<file path="src/rtl/addsub_serial.sv">
// addsub_serial
// Digit-serial adder/subtractor. An N = W*CC bit operation is fed one W-bit
// digit per cycle, least significant digit first, and produces one result
// digit per cycle. Digit 0 is computed in the same cycle that start is seen,
// so the result stream has no latency relative to the operand stream.
//
// Ports:
//   clk        sole clock, rising edge
//   rst        asynchronous, active-high reset
//   start      begin an operation (accepted only in IDLE); digit 0 on a/b now
//   sub        mode, sampled with an accepted start: 0 = a+b, 1 = a-b
//   a, b       current operand digits, LSD first (unsigned)
//   c          current result digit (0 when valid is low)
//   valid      c holds a result digit this cycle
//   last       this cycle carries digit CC-1
//   busy       operation in progress (FSM in RUN)
//   cout       final carry of the last completed operation (sub: 1 = no borrow)
//   state_dbg  raw FSM state (0 = IDLE, 1 = RUN)
//
// Handshake: there is no backpressure. Once start is accepted the caller must
// present one digit per cycle for CC consecutive cycles; valid marks each
// cycle whose c is meaningful and last marks the final one. A new start is
// accepted in the cycle right after last, so operations can run gaplessly.
module addsub_serial #(
    parameter int W  = 4,
    parameter int CC = 32
) (
    input  logic         clk,
    input  logic         rst,
    input  logic         start,
    input  logic         sub,
    input  logic [W-1:0] a,
    input  logic [W-1:0] b,
    output logic [W-1:0] c,
    output logic         valid,
    output logic         last,
    output logic         busy,
    output logic         cout,
    output logic         state_dbg
);

    localparam int CW = (CC > 1) ? $clog2(CC) : 1;
    localparam logic [CW-1:0] LAST_IDX = CW'(CC - 1);

    typedef enum logic {
        IDLE = 1'b0,
        RUN  = 1'b1
    } state_t;

    state_t          state;
    logic [CW-1:0]   cnt;
    logic            carry_q;
    logic            mode_q;
    logic            cout_q;

    logic            accept;
    logic            mode_eff;
    logic            cin;
    logic [W-1:0]    b_eff;
    logic [W:0]      sum;

    always_comb begin
        accept   = 1'b0;
        valid    = 1'b0;
        mode_eff = 1'b0;
        cin      = 1'b0;
        b_eff    = '0;
        sum      = '0;
        c        = '0;
        last     = 1'b0;

        // Reset is folded in so nothing leaks onto the outputs while rst is
        // held, even if start is asserted at the same time.
        accept = (state == IDLE) && start && !rst;
        valid  = accept || ((state == RUN) && !rst);

        // In IDLE the mode and carry-in come straight from sub: subtraction
        // is a + ~b + 1, so the "+1" is the initial carry.
        mode_eff = (state == IDLE) ? sub : mode_q;
        cin      = (state == IDLE) ? sub : carry_q;
        b_eff    = b ^ {W{mode_eff}};
        sum      = {1'b0, a} + {1'b0, b_eff} + {{W{1'b0}}, cin};

        if (valid) begin
            c = sum[W-1:0];
        end
        // cnt is always 0 in IDLE, so this also covers CC == 1.
        last = valid && (cnt == LAST_IDX);
    end

    assign busy      = (state == RUN);
    assign cout      = cout_q;
    assign state_dbg = state;

    always_ff @(posedge clk or posedge rst) begin
        if (rst) begin
            state   <= IDLE;
            cnt     <= '0;
            carry_q <= 1'b0;
            mode_q  <= 1'b0;
            cout_q  <= 1'b0;
        end else if (valid) begin
            carry_q <= sum[W];
            if (accept) begin
                mode_q <= sub;
            end
            if (last) begin
                cnt    <= '0;
                state  <= IDLE;
                cout_q <= sum[W];
            end else begin
                cnt    <= cnt + CW'(1);
                state  <= RUN;
            end
        end
    end

endmodule

</file>
<file path="config.mk">
export PLATFORM = sky130hd
export DESIGN_NAME = addsub_serial
export DESIGN_NICKNAME = d
export VERILOG_FILES = /design/src/rtl/addsub_serial.sv
export SDC_FILE = /design/constraint.sdc
export NUM_CORES = 1
export LEC_CHECK = 0
export ABC_CLOCK_PERIOD_IN_PS = 2600
export BUFFER_PORTS_ARGS = -buffer_cell sky130_fd_sc_hd__buf_2
export CAP_MARGIN = 0
export CORE_MARGIN = 8
export CORE_UTILIZATION = 30
export CTS_BUF_LIST = sky130_fd_sc_hd__clkbuf_16
export DETAILED_ROUTE_END_ITERATION = 8
export HOLD_SLACK_MARGIN = 0.03
export PLACE_DENSITY = 0.52
export SLEW_MARGIN = 40
export SYNTH_ARGS = -nofsm -noshare
export SYNTH_HDL_FRONTEND = slang
export SYNTH_SLANG_ARGS = --single-unit
</file>
<file path="constraint.sdc">
create_clock -name clk -period 2.6 [get_ports clk]
set_input_delay 0.26 -clock clk [delete_from_list [all_inputs] [get_ports clk]]
set_output_delay 0.26 -clock clk [all_outputs]
set_load 0.02 [all_outputs]
</file>
======== Word level (Yosys, flattened, before mapping) ========
Cells that the tools add are included.
cells by class
  add/subtract/negate cells ............... 3
  eq/ne operators ......................... 1
  muxes and demuxes ....................... 5
  bitwise logic cells ..................... 2
  reduce and logical (&&, ||, !) cells .... 8
operators by type and width
  kind                                                            number
  4-bit by 4-bit adder with 5-bit output                          1
  5-bit by 1-bit adder with 5-bit output                          1
  5-bit by 1-bit adder with 5-bit output (second input constant)  1
  5-bit == test (second input constant)                           1
  5-bit 2-to-1 mux                                                1
  1-bit logical AND                                               4
  4-bit 2-to-1 mux                                                1
  2-bit AND reduction                                             2
  4-bit XOR                                                       1
  1-bit 2-to-1 mux                                                3
  1-bit zero test                                                 1
  1-bit logical OR                                                1
  1-bit inverter                                                  1
storage, ports and cells
  register bits after elaboration ......... 9
  bits of input ports ..................... 12
  output and inout port bits .............. 9
  word-level logic and storage cells ...... 24

======== Logic depth before layout (Yosys ltp) ========
  depth in word-level cells ............... 6
  depth in mapped cells ................... 7

======== Worst setup path after synthesis ========
OpenSTA, ideal clock, no wires.
  kind .................................... register to output
  start point ............................. reg state, in the netlist busy
  end point ............................... out c[2]
  data arrival time ....................... 2.319 ns
  slack ................................... 0.021 ns
  cell stages (with the launch flop) ...... 7
  path buffers ............................ 0
  cell sequence ........................... dfrtp_1 mux2i_2 xnor2_1 fa_1 fa_1 xnor2_1 nor2_1
on the way
  longest elaborated chain between the ends .. 5
  elaborated cells between the ends (all ways) .. 11
  those cells by class .................... add/sub: 2; mux: 3; bitwise: 2; reduce/logical: 4
ends and longest elaborated chain
  what                                                                         line    RTL
  start: declaration                                                           50      state_t state;
  start signal: assignment                                                     97      state <= IDLE;
  start signal: assignment                                                     109     state <= IDLE;
  start signal: assignment                                                     113     state <= RUN;
  1-bit 2-to-1 mux or 1-bit inverter (tied branches)                           n/a
  4-bit XOR or 1-bit logical AND (tied branches)                               81, 74
  4-bit by 4-bit adder with 5-bit output or 1-bit logical AND (tied branches)  82, 74
  5-bit by 1-bit adder with 5-bit output or 1-bit logical OR (tied branches)   82, 75
  4-bit 2-to-1 mux *                                                           84      if (valid) begin
  end: declaration                                                             34      output logic [W-1:0] c,
Mark *: on every way between the ends. The rest lies on a longest branch, timed or not.

======== Final worst setup path ========
  start point ............................. reg state, in the netlist busy
  end point ............................... out c[1]
Same word-level chain as after synthesis.

==> flow_summary.yaml <==
status:
  status: "completed"
critical_path:
  crit_required_ns: 2.34
  cp_num_buf_inv: 1
  cp-start-kind: "register"
  critical_path_class: "register to primary output"
  arrival_ns: 2.24
  cp_top_family: "adder cells"
  critPathMaxFanout: 7
  slowest_stage: "fa_2"
  slowest_delay_ns: 0.52
  crit_chain: "mux2i_2, xnor2_1, fa_2, fa_2, and2_1, buf_2"
  end_kind: "primary output"
  crit_path_frequent_cell: "fa_2"
timing:
  worst_slew_pin_slew_ns: 0.5453
  setup_viol: 0
  maxSlewViolCount: 0
  finalHoldViolations: 0
  relSlewSlack_pct: 63.62
  post-route-period-util_pct: 96.03
  min_period_ns: 2.497
  fin_worst_skew_ns: 0.002587
  fmax_ghz: 0.4005
  setup_tns_ns: 0
floorplanning:
  die_w_um: 62.71
  core-area_um2: 2127
  dieArea_um2: 3932
  ioPinCount: 21
  start_util_pct: 30.76
  row_count: 17
  die_h_um: 62.71
clock_tree:
  htreeDepth: 1
  cts_num_sinks: 9
  tritoncts: "done"
  cts_buffers: 3
  clockRootBuffer: "clkbuf_16"
  clockBufferDepth: 2
  clkTransAtPathRegs_ns: 0.04
  clk_latency_ns: 0.23
pwr:
  combPwrFrac_pct: 41.6
  p_clk_share_pct: 31.1
  vdd_drop_max_mv: 0.6955
  p_sw_share_pct: 34.58
  internal_power_w: 0.0005614
  seqPwrFrac_pct: 27.3
  netSwitchingPower_w: 0.0002968
  leakagePower_nw: 0.4296
  power.density_nw_per_um2: 986.9
grt:
  grt_usage_pct: 7.947
  antenna_found_initial: 0
  grt_pass1_wl_um: 2442
  met3_usage_pct: 4.480
  grt_max_degree: 13
  grt_pass1_vias: 502
  grt_overflow: 0
  globalRouteMet1Util_pct: 9.959
  busiest_layer: "met2"
  grt_use_met2_pct: 10.35
yosys:
  synth_top_family_by_area: "compound AO/OA/AOI/OAI gates"
  async_flop_share_pct: 100.0
  yosysSeqAreaShare_pct: 34.42
  ys.flop_type: "dfrtp_1"
  synth_xor_area_share_pct: 6.692
  syn_nets: 83
  synthCells: 64
  yosysWarnings: 0
  synth_compound_area_share_pct: 16.83
  ys_types: 30
  synthesis.area_um2: 654.4
  synthAdderAreaFrac_pct: 15.68
  yosys_register_bits: 9
  synth_edf_count: 0
  synth.avg_cell_area_um2: 10.22
  yosys.area_share.simple_pct: 16.25
  synth.area.mux_share_pct: 5.545
place:
  port_buffers: 20
  dp_hpwl_um: 1113
  gp_congestion: 0.6863
run:
  maxCapViolations: 0
layout:
  utilization_pct: 40.88
  layout.nets: 107
  layout_common_cells: "buf_2 (20), dfrtp_1 (8), a21oi_1 (6), nand2_1 (6)"
  drive_gt1_share_pct: 39.08
  final_common_cell: "buf_2"
  antenna_cells: 0
  area_delta_synth_final_pct: 32.89
detailed_routing:
  wl_um: 1454
  route.vias.total: 524
  wl_per_cell_um: 12.64
  drtAntennaViolNets: 0
  drc_errors: 0
  vias_per_cell: 4.557
  firstDrtPassIters: 4
  dr.first_iter.drc_count: 11
worst_hold_path:
  hold_path_class: "input pin to register"
flip-flops by register name, summed over array words and instances, names as in the netlist:
signal and cells:
cout 1, busy 1, cnt 5, carry_q 1, mode_q 1
per-stage QoR:
step                      cells  area (um^2)  setup slack, ns  hold WS [ns]  total power, W
after detailed placement    110        774.5           0.2116        0.2771       0.0005934
after floorplan              64        654.4          0.02054        0.1043       0.0004925
after global routing        115        869.6        -0.005093        0.3135       0.0009322
after CTS                   115        864.6          0.02079        0.2982       0.0008670
after global placement      110        774.5           0.2736        0.2797       0.0005807
final                       115        869.6           0.1031        0.2978       0.0008582
per-layer routing:
layer,wire length (um),part of all wire [%],vias to the layer above
met4,14,0.96,0
li1,-,-,273
met1,732,50,238
met5,0,0,-
met2,623,43,11
met3,83,5.7,2
final timing paths:
| kind | from | to | slack, ns | depth (start not counted) |
|---|---|---|---|---|
| max | busy$_DFFE_PP0P_ | c[1] | 0.10 | 6 |
| min | sub | mode_q$_DFFE_PP0P_ | 0.30 | 2 |
| max reg2reg | busy$_DFFE_PP0P_ | carry_q$_DFFE_PP0P_ | 0.39 | 7 |
| min reg2reg | cnt[4]$_DFFE_PP0P_ | cnt[4]$_DFFE_PP0P_ | 0.48 | 2 |
| max in group asynchronous | rst | busy$_DFFE_PP0P_ | 1.73 | 3 |
| min in group asynchronous | rst | mode_q$_DFFE_PP0P_ | 0.57 | 3 |
cells in the mapped netlist, types with 2 or more instances:
master | count | area share, %
and2_1 | 2 | 1.9
mux2_2 | 2 | 3.4
nand3b_1 | 2 | 2.3
a21oi_1 | 6 | 4.6
dfrtp_1 | 9 | 34
nand3_1 | 2 | 1.5
xnor2_1 | 5 | 6.7
nand2_1 | 6 | 3.4
o21ai_0 | 2 | 1.5
fa_1 | 2 | 6.1
a21o_1 | 3 | 3.4
ha_1 | 5 | 9.6
cell type report:
class                      instances  area (um^2)
sequential                         9        226.5
clock buffer                       3        75.07
multi-input combinational         50        404.1
timing repair buffer              22        117.6
clock inverter                     1        3.754
tap                               28        35.03
inverter                           2        7.507
fill                             231         1257
what timing repair did:
item | CTS | global route
endpoints found under the setup margin | 1 | 2
endpoints found under the hold margin | 5 | 0
pin swaps | 0 | 0
hold buffers | 1 | 0
setup buffers | 0 | 0
resized for setup | 1 | 2
kinds of logic after synthesis:
logic type               Yosys count
multiplexers                       3
XOR/XNOR                           5
AND/OR/NAND/NOR                   19
adder cells (fa/ha/maj)            7
buffers and inverters              5
flip-flops                         9
AO/OA/AOI/OAI                     16
worst register-to-register path: stages, from the launching register on:
cell,delay [ns]
dfrtp_2,0.43
mux2i_2,0.28
xnor2_1,0.12
fa_2,0.39
fa_2,0.36
a21o_1,0.19
a21oi_1,0.17
o21ai_0,0.11
power groups by stage:
stage | registers (W) | logic [W] | clock network, W
final | 0.000234 | 0.000357 | 0.000267
after global routing | 0.000241 | 0.000407 | 0.000284
after CTS | 0.000235 | 0.000359 | 0.000273
after detailed placement | 0.000236 | 0.000357 | 0
after global placement | 0.000233 | 0.000348 | 0
after floorplan | 0.000232 | 0.000260 | 0
Note: power is estimated with default switching activity, not from simulation.
